$ cat src/rtl/bus_fifo_pkg.sv
// Shared constants and helpers for the bus-side transmit FIFO bank.
package bus_fifo_pkg;

    localparam int ID_W      = 8;
    localparam int OVF_W     = 8;
    localparam int MAX_DEPTH = 64;

    // Occupancy must reach DEPTH itself, hence the +1.
    function automatic int cnt_width(input int depth);
        return $clog2(depth + 1);
    endfunction

    typedef logic [$clog2(MAX_DEPTH + 1)-1:0] cnt_max_t;

    // Destination id sits in the top ID_W bits of a packet.
    function automatic logic [ID_W-1:0] pkt_id(input logic [63:0] pkt, input int pckg_sz);
        return ID_W'(pkt >> (pckg_sz - ID_W));
    endfunction

endpackage

$ cat src/rtl/bus_fifo_ch.sv
// One show-ahead transmit FIFO channel: memory, pointers, occupancy and overflow counter.
// Overflow policy is selected by the DROP_OLDEST_EN macro (default: drop the incoming entry).
module bus_fifo_ch
    import bus_fifo_pkg::*;
#(
    parameter int PCKG_SZ = 16,
    parameter int DEPTH   = 8
) (
    input  logic                       clk,
    input  logic                       reset,
    input  logic                       push,
    input  logic [PCKG_SZ-1:0]         din,
    output logic                       full,
    input  logic                       pop,
    output logic [PCKG_SZ-1:0]         dout,
    output logic                       pndng,
    output logic [$clog2(DEPTH+1)-1:0] count,
    output logic [OVF_W-1:0]           ovf_cnt
);

    localparam int CNT_W = cnt_width(DEPTH);
    localparam int PTR_W = $clog2(DEPTH);

    typedef logic [CNT_W-1:0] cnt_t;
    localparam cnt_t DEPTH_C = cnt_t'(DEPTH);

    logic [PCKG_SZ-1:0] mem [DEPTH];
    logic [PTR_W-1:0]   wr_ptr;
    logic [PTR_W-1:0]   rd_ptr;
    cnt_t               count_q;
    logic [OVF_W-1:0]   ovf_q;

    logic do_pop;
    logic ovf;
    logic do_write;
    logic drop_head;
    logic cnt_inc;
    logic cnt_dec;

    // Handshake: push and pop are sampled on the rising edge; pop is honoured only
    // while pndng is high, and dout always shows the head entry (show-ahead).
    always_comb begin
        do_pop = pop && (count_q != '0);
        full   = (count_q == DEPTH_C);
        ovf    = push && full && !do_pop;
`ifdef DROP_OLDEST_EN
        do_write  = push;
        drop_head = ovf;
`else
        do_write  = push && !ovf;
        drop_head = 1'b0;
`endif
        cnt_inc = do_write && !drop_head && !do_pop;
        cnt_dec = do_pop && !do_write;
    end

    always_ff @(posedge clk or negedge reset) begin
        if (!reset) begin
            for (int i = 0; i < DEPTH; i++) begin
                mem[i] <= '0;
            end
            wr_ptr  <= '0;
            rd_ptr  <= '0;
            count_q <= '0;
            ovf_q   <= '0;
        end else begin
            if (do_write) begin
                mem[wr_ptr] <= din;
                wr_ptr      <= wr_ptr + PTR_W'(1);
            end
            // A dropped head advances the read side exactly like a pop.
            if (do_pop || drop_head) begin
                rd_ptr <= rd_ptr + PTR_W'(1);
            end
            if (cnt_inc) begin
                count_q <= count_q + cnt_t'(1);
            end else if (cnt_dec) begin
                count_q <= count_q - cnt_t'(1);
            end
            if (ovf && (ovf_q != '1)) begin
                ovf_q <= ovf_q + OVF_W'(1);
            end
        end
    end

    assign dout    = mem[rd_ptr];
    assign pndng   = (count_q != '0);
    assign count   = count_q;
    assign ovf_cnt = ovf_q;

endmodule

$ cat src/rtl/bus_fifo_bank.sv
// Per-terminal transmit FIFO bank: DRVRS independent bus_fifo_ch channels with flattened ports.
// Build option: define DROP_OLDEST_EN to discard the head instead of the incoming entry on overflow.
module bus_fifo_bank
    import bus_fifo_pkg::*;
#(
    parameter int DRVRS   = 4,
    parameter int PCKG_SZ = 16,
    parameter int DEPTH   = 8,
    parameter int BITS    = 1
) (
    input  logic                                   clk,
    input  logic                                   reset,
    input  logic [DRVRS-1:0]                       dev_push,
    input  logic [DRVRS-1:0][PCKG_SZ-1:0]          dev_data,
    output logic [DRVRS-1:0]                       full,
    input  logic [DRVRS-1:0]                       pop,
    output logic [DRVRS-1:0][PCKG_SZ-1:0]          D_pop,
    output logic [DRVRS-1:0]                       pndng,
    output logic [DRVRS-1:0][$clog2(DEPTH+1)-1:0]  count,
    output logic [DRVRS-1:0][OVF_W-1:0]            ovf_cnt
);

    // Only bus 0 is served; BITS is carried for interface compatibility.
    if ((BITS < 1) || (DRVRS < 1) || (DRVRS > 16) || (DEPTH < 2) || (DEPTH > MAX_DEPTH) ||
        ((DEPTH & (DEPTH - 1)) != 0) || (PCKG_SZ <= ID_W)) begin : g_bad_cfg
        $error("bus_fifo_bank: unsupported parameter combination");
    end

    for (genvar i = 0; i < DRVRS; i++) begin : g_ch
        bus_fifo_ch #(
            .PCKG_SZ (PCKG_SZ),
            .DEPTH   (DEPTH)
        ) u_ch (
            .clk     (clk),
            .reset   (reset),
            .push    (dev_push[i]),
            .din     (dev_data[i]),
            .full    (full[i]),
            .pop     (pop[i]),
            .dout    (D_pop[i]),
            .pndng   (pndng[i]),
            .count   (count[i]),
            .ovf_cnt (ovf_cnt[i])
        );
    end

endmodule
$ cat config.mk
export PLATFORM = sky130hd
export DESIGN_NAME = bus_fifo_bank
export DESIGN_NICKNAME = d
export VERILOG_FILES = /design/src/rtl/bus_fifo_pkg.sv /design/src/rtl/bus_fifo_ch.sv /design/src/rtl/bus_fifo_bank.sv
export SDC_FILE = /design/constraint.sdc
export NUM_CORES = 1
export LEC_CHECK = 0
export BUFFER_PORTS_ARGS = -buffer_cell sky130_fd_sc_hd__clkbuf_2
export CAP_MARGIN = 10
export CORE_MARGIN = 2
export CORE_UTILIZATION = 60
export CTS_CLUSTER_SIZE = 12
export DETAILED_ROUTE_END_ITERATION = 12
export GPL_ROUTABILITY_DRIVEN = 0
export PLACE_DENSITY = 0.86
export SKIP_LAST_GASP = 1
export SLEW_MARGIN = 20
export SYNTH_ARGS = -nofsm -noshare
export SYNTH_HDL_FRONTEND = slang
export SYNTH_SLANG_ARGS = --single-unit
$ cat constraint.sdc
create_clock -name clk -period 3.4 [get_ports clk]
set_input_delay 0.51 -clock clk [delete_from_list [all_inputs] [get_ports clk]]
set_output_delay 0.51 -clock clk [all_outputs]
set_load 0.01 [all_outputs]
==> impl_metrics.ini <==
[sta]
tightest_slew_ns = 1.04
final-max-slew-violation-count = 0
max_slew_margin = 0.309
timing.final.setup_violations = 0
clock_skew_ns = 0.0119
final.hold.worst_slack_ns = -0.00151
layout_worst_path_cycle_share = 0.922
grt_setup_unrepaired = no
layout_min_cycle_time_ns = 3.14
tns_ns = 0
final_hold_viol_count = 1
max_freq_ghz = 0.319

[critical_path]
critical_path_buf_inv_count = 2
crit_path_cell_trace = buf_4 > mux4_2 > mux2_2 > clkbuf_2
critical-path-top-delay-family = flip-flops
cp_max_fo = 18
critPathRequiredTime_ns = 2.89
critical_path_end_type = output pin
critPathLaunchType = flop
max_stage_delay_ns = 0.82
cp_data_arrival_time_ns = 2.63
worstSetupPathType = reg2out
critPathSlowestCell = dfrtp_1

[floorplanning]
io_pins = 194
die_span_in_y_um = 216
core.rowCount = 77
core_area_um2 = 44300
die_area_um2 = 46800
initial_utilization = 0.610
die_w_um = 216

[logic_synthesis]
yosysWarningCount = 0
syn_avg_cell_area_um2 = 15.9
number_of_distinct_standard_cells_referenced_by_the_synthesized_netlist = 51
synth_sequential_area_ratio = 0.540
yosys_reg_bits = 584
syn-instance-count = 1700
async_flop_share = 1.00
synth_flop_cell = dfrtp_1
synthesis.nets = 1802
synth_enable_flop_cells = 0
mappedNetlistArea_um2 = 27000

[global_route]
grt_antenna_before_repair = 3
vias_in_the_first_global_route = 16704
global_route_wire_length_before_repair_mm = 91.8
globalRouteTotalUtil = 0.249
grt_overflow = 0
grt_max_degree = 105

[pwr]
leakagePower_nw = 13.5
power.density_nw_per_um2 = 1040
maximum_resistive_drop_on_vdd_v = 0.000758

[route]
drtPass1Iterations = 7
drt_drc_violations_left = 0
vias_per_cell = 6.09
final_antenna_net_count = 0
dr_iter_0_viols = 975
aggregate_routed_wire_length_mm = 56.5
routed_wire_length_per_instance_um = 22.5
routed-via-count = 15285

[cts]
worstSkewPairLatency_ns = 0.60
cts_made_buffers = 58
cts_hold_buf = 0
cts_sinks = 584
max_clock_buf_depth = 3
tritoncts = yes
cts-htree-levels = 2
ctsResizeCount = 0
cts-root-buf = clkbuf_16
path_clk_slew_ns = 0.06
post_cts_buffers = 0

[hold_path]
hold_class = in2async

[place]
hpwlAfterDp_mm = 34.8
port-buffer-count = 193
placed_cells_incl_taps = 2417

[finish]
drive_gt1_frac = 0.562
net_total_in_the_final_layout = 1987
stdcell_count = 2508
num-fill-cells = 2890
layout-area-overhead-vs-synth_pct = 12.3
final_core_utilization = 0.686

[status]
run_status = finished, violations left
violations = hold timing

[flow_run]
max_cap_viols = 0
where the power goes:
part | internal, mW | switching, mW | leakage [nW]
clock network | 3.56 | 2.57 | 0.887
logic | 7.63 | 5.13 | 5.56
registers | 10.3 | 2.27 | 7.04
kinds of logic (layout without fill, tap and decap cells):
family                   after synthesis  in the layout  share of synthesized area
adder cells (fa/ha/maj)               28             28                     0.0141
AND/OR/NAND/NOR                      159            159                     0.0384
other                                  0              2                          0
multiplexers                         729            729                      0.359
flip-flops                           584            584                      0.540
AO/OA/AOI/OAI                         37             37                     0.0104
buffers and inverters                121            335                     0.0237
XOR/XNOR                              42             42                     0.0136
cells in the mapped netlist, types with 3 or more instances:
| library cell | instances | area [um^2] |
|---|---|---|
| nor3b_1 | 3 | 22.5 |
| o31ai_1 | 4 | 30.0 |
| mux2_4 | 20 | 300 |
| nand3_2 | 3 | 30.0 |
| mux2_2 | 576 | 6490 |
| nand4b_2 | 12 | 180 |
| nor2_1 | 12 | 45.0 |
| a2111oi_0 | 4 | 35.0 |
| buf_4 | 34 | 255 |
| o21ai_0 | 11 | 55.1 |
| or4b_1 | 7 | 70.1 |
| a21o_1 | 3 | 22.5 |
| o21ai_4 | 3 | 48.8 |
| fa_1 | 4 | 80.1 |
| mux4_2 | 128 | 2880 |
| nor3_1 | 24 | 120 |
| mux2i_1 | 5 | 50.1 |
| nand3_1 | 20 | 100 |
| or4_1 | 3 | 22.5 |
| xor2_1 | 11 | 96.3 |
| inv_1 | 13 | 48.8 |
| a21oi_1 | 4 | 20.0 |
| nand2_1 | 47 | 176 |
| ha_1 | 24 | 300 |
| nand4_1 | 5 | 31.3 |
| nand4_2 | 4 | 50.1 |
| buf_2 | 23 | 115 |
| inv_2 | 4 | 15.0 |
| buf_1 | 5 | 18.8 |
| or4b_4 | 4 | 55.1 |
| dfrtp_1 | 584 | 14600 |
| clkbuf_1 | 39 | 146 |
| xnor2_1 | 31 | 272 |
| nand3b_2 | 3 | 33.8 |
flip-flops by register name, summed over array words and instances, names as in the netlist:
signal	flops
g_ch.u_ch.rd_ptr	12
g_ch.u_ch.ovf_cnt	32
g_ch.u_ch.wr_ptr	12
g_ch.u_ch.count	16
g_ch.u_ch.mem	512
area by class of cell:
class,instances,area [um^2],share of cell area
Clock buffer,84,1740,0.0574
Inverter,17,63.8,0.00210
Sequential cell,584,14600,0.481
Multi-Input combinational cell,995,11800,0.388
Clock inverter,5,50.0,0.00165
Antenna cell,2,5.00,0.000165
Timing Repair Buffer,229,1370,0.0451
Tap cell,592,741,0.0244
through the flow:
| stage | worst slack, ns | instance area (um^2) | total power [mW] | hold WS (ns) |
|---|---|---|---|---|
| 5_1_grt | 0.138 | 30400 | 33.3 | 0.0462 |
| 4_1_cts | 0.214 | 30400 | 31.8 | 0.00965 |
| 3_5_place_dp | 0.397 | 28600 | 25.5 | 0.487 |
| 3_3_place_gp | 0.562 | 28600 | 24.7 | 0.481 |
| 2_1_floorplan | 0.659 | 27000 | 21.6 | 0.214 |
| 6_report | 0.264 | 30400 | 31.5 | -0.00151 |
final timing paths:
check	start	end	slack (ns)	cells past startpoint
worst max-delay path	g_ch[3].u_ch.rd_ptr[1]	D_pop[61]	0.26	4
worst max register to register	g_ch[0].u_ch.count[0]	g_ch[0].u_ch.count[3]	0.29	8
min in group clk	dev_push[3]	g_ch[3].u_ch.wr_ptr[0]	0.21	3
worst min register to register	g_ch[2].u_ch.mem[7]	g_ch[2].u_ch.mem[7]	0.50	1
max in group asynchronous	reset	g_ch[0].u_ch.rd_ptr[0]	2.47	2
worst min-delay path	reset	g_ch[3].u_ch.ovf_cnt[0]	-0.002	1
layer usage:
layer | vias to the layer above | track usage | part of all wire
li1 | 6711 | - | -
met1 | 8172 | 0.333 | 0.43
met2 | 299 | 0.419 | 0.50
met3 | 101 | 0.0427 | 0.041
met4 | 2 | 0.0817 | 0.026
met5 | - | 0 | 0.00023
cells in the final DEF (no fill, tap or decap), types with 5 or more instances in the layout:
cell type,netlist,routed
nand3_1,20,20
clkbuf_16,0,61
clkbuf_2,0,192
mux4_2,128,128
or4b_1,7,6
nor2_1,12,12
nand4_1,5,5
buf_4,34,26
o21ai_0,11,11
nor3_1,24,24
buf_12,1,10
xnor2_1,31,31
ha_1,24,24
dfrtp_1,584,580
xor2_1,11,11
mux2i_1,5,5
inv_1,13,13
mux2_4,20,20
clkbuf_8,0,13
mux2_2,576,576
clkbuf_1,39,10
nand2_1,47,47
nand4b_2,12,12
(Power assumes the default switching activity.)
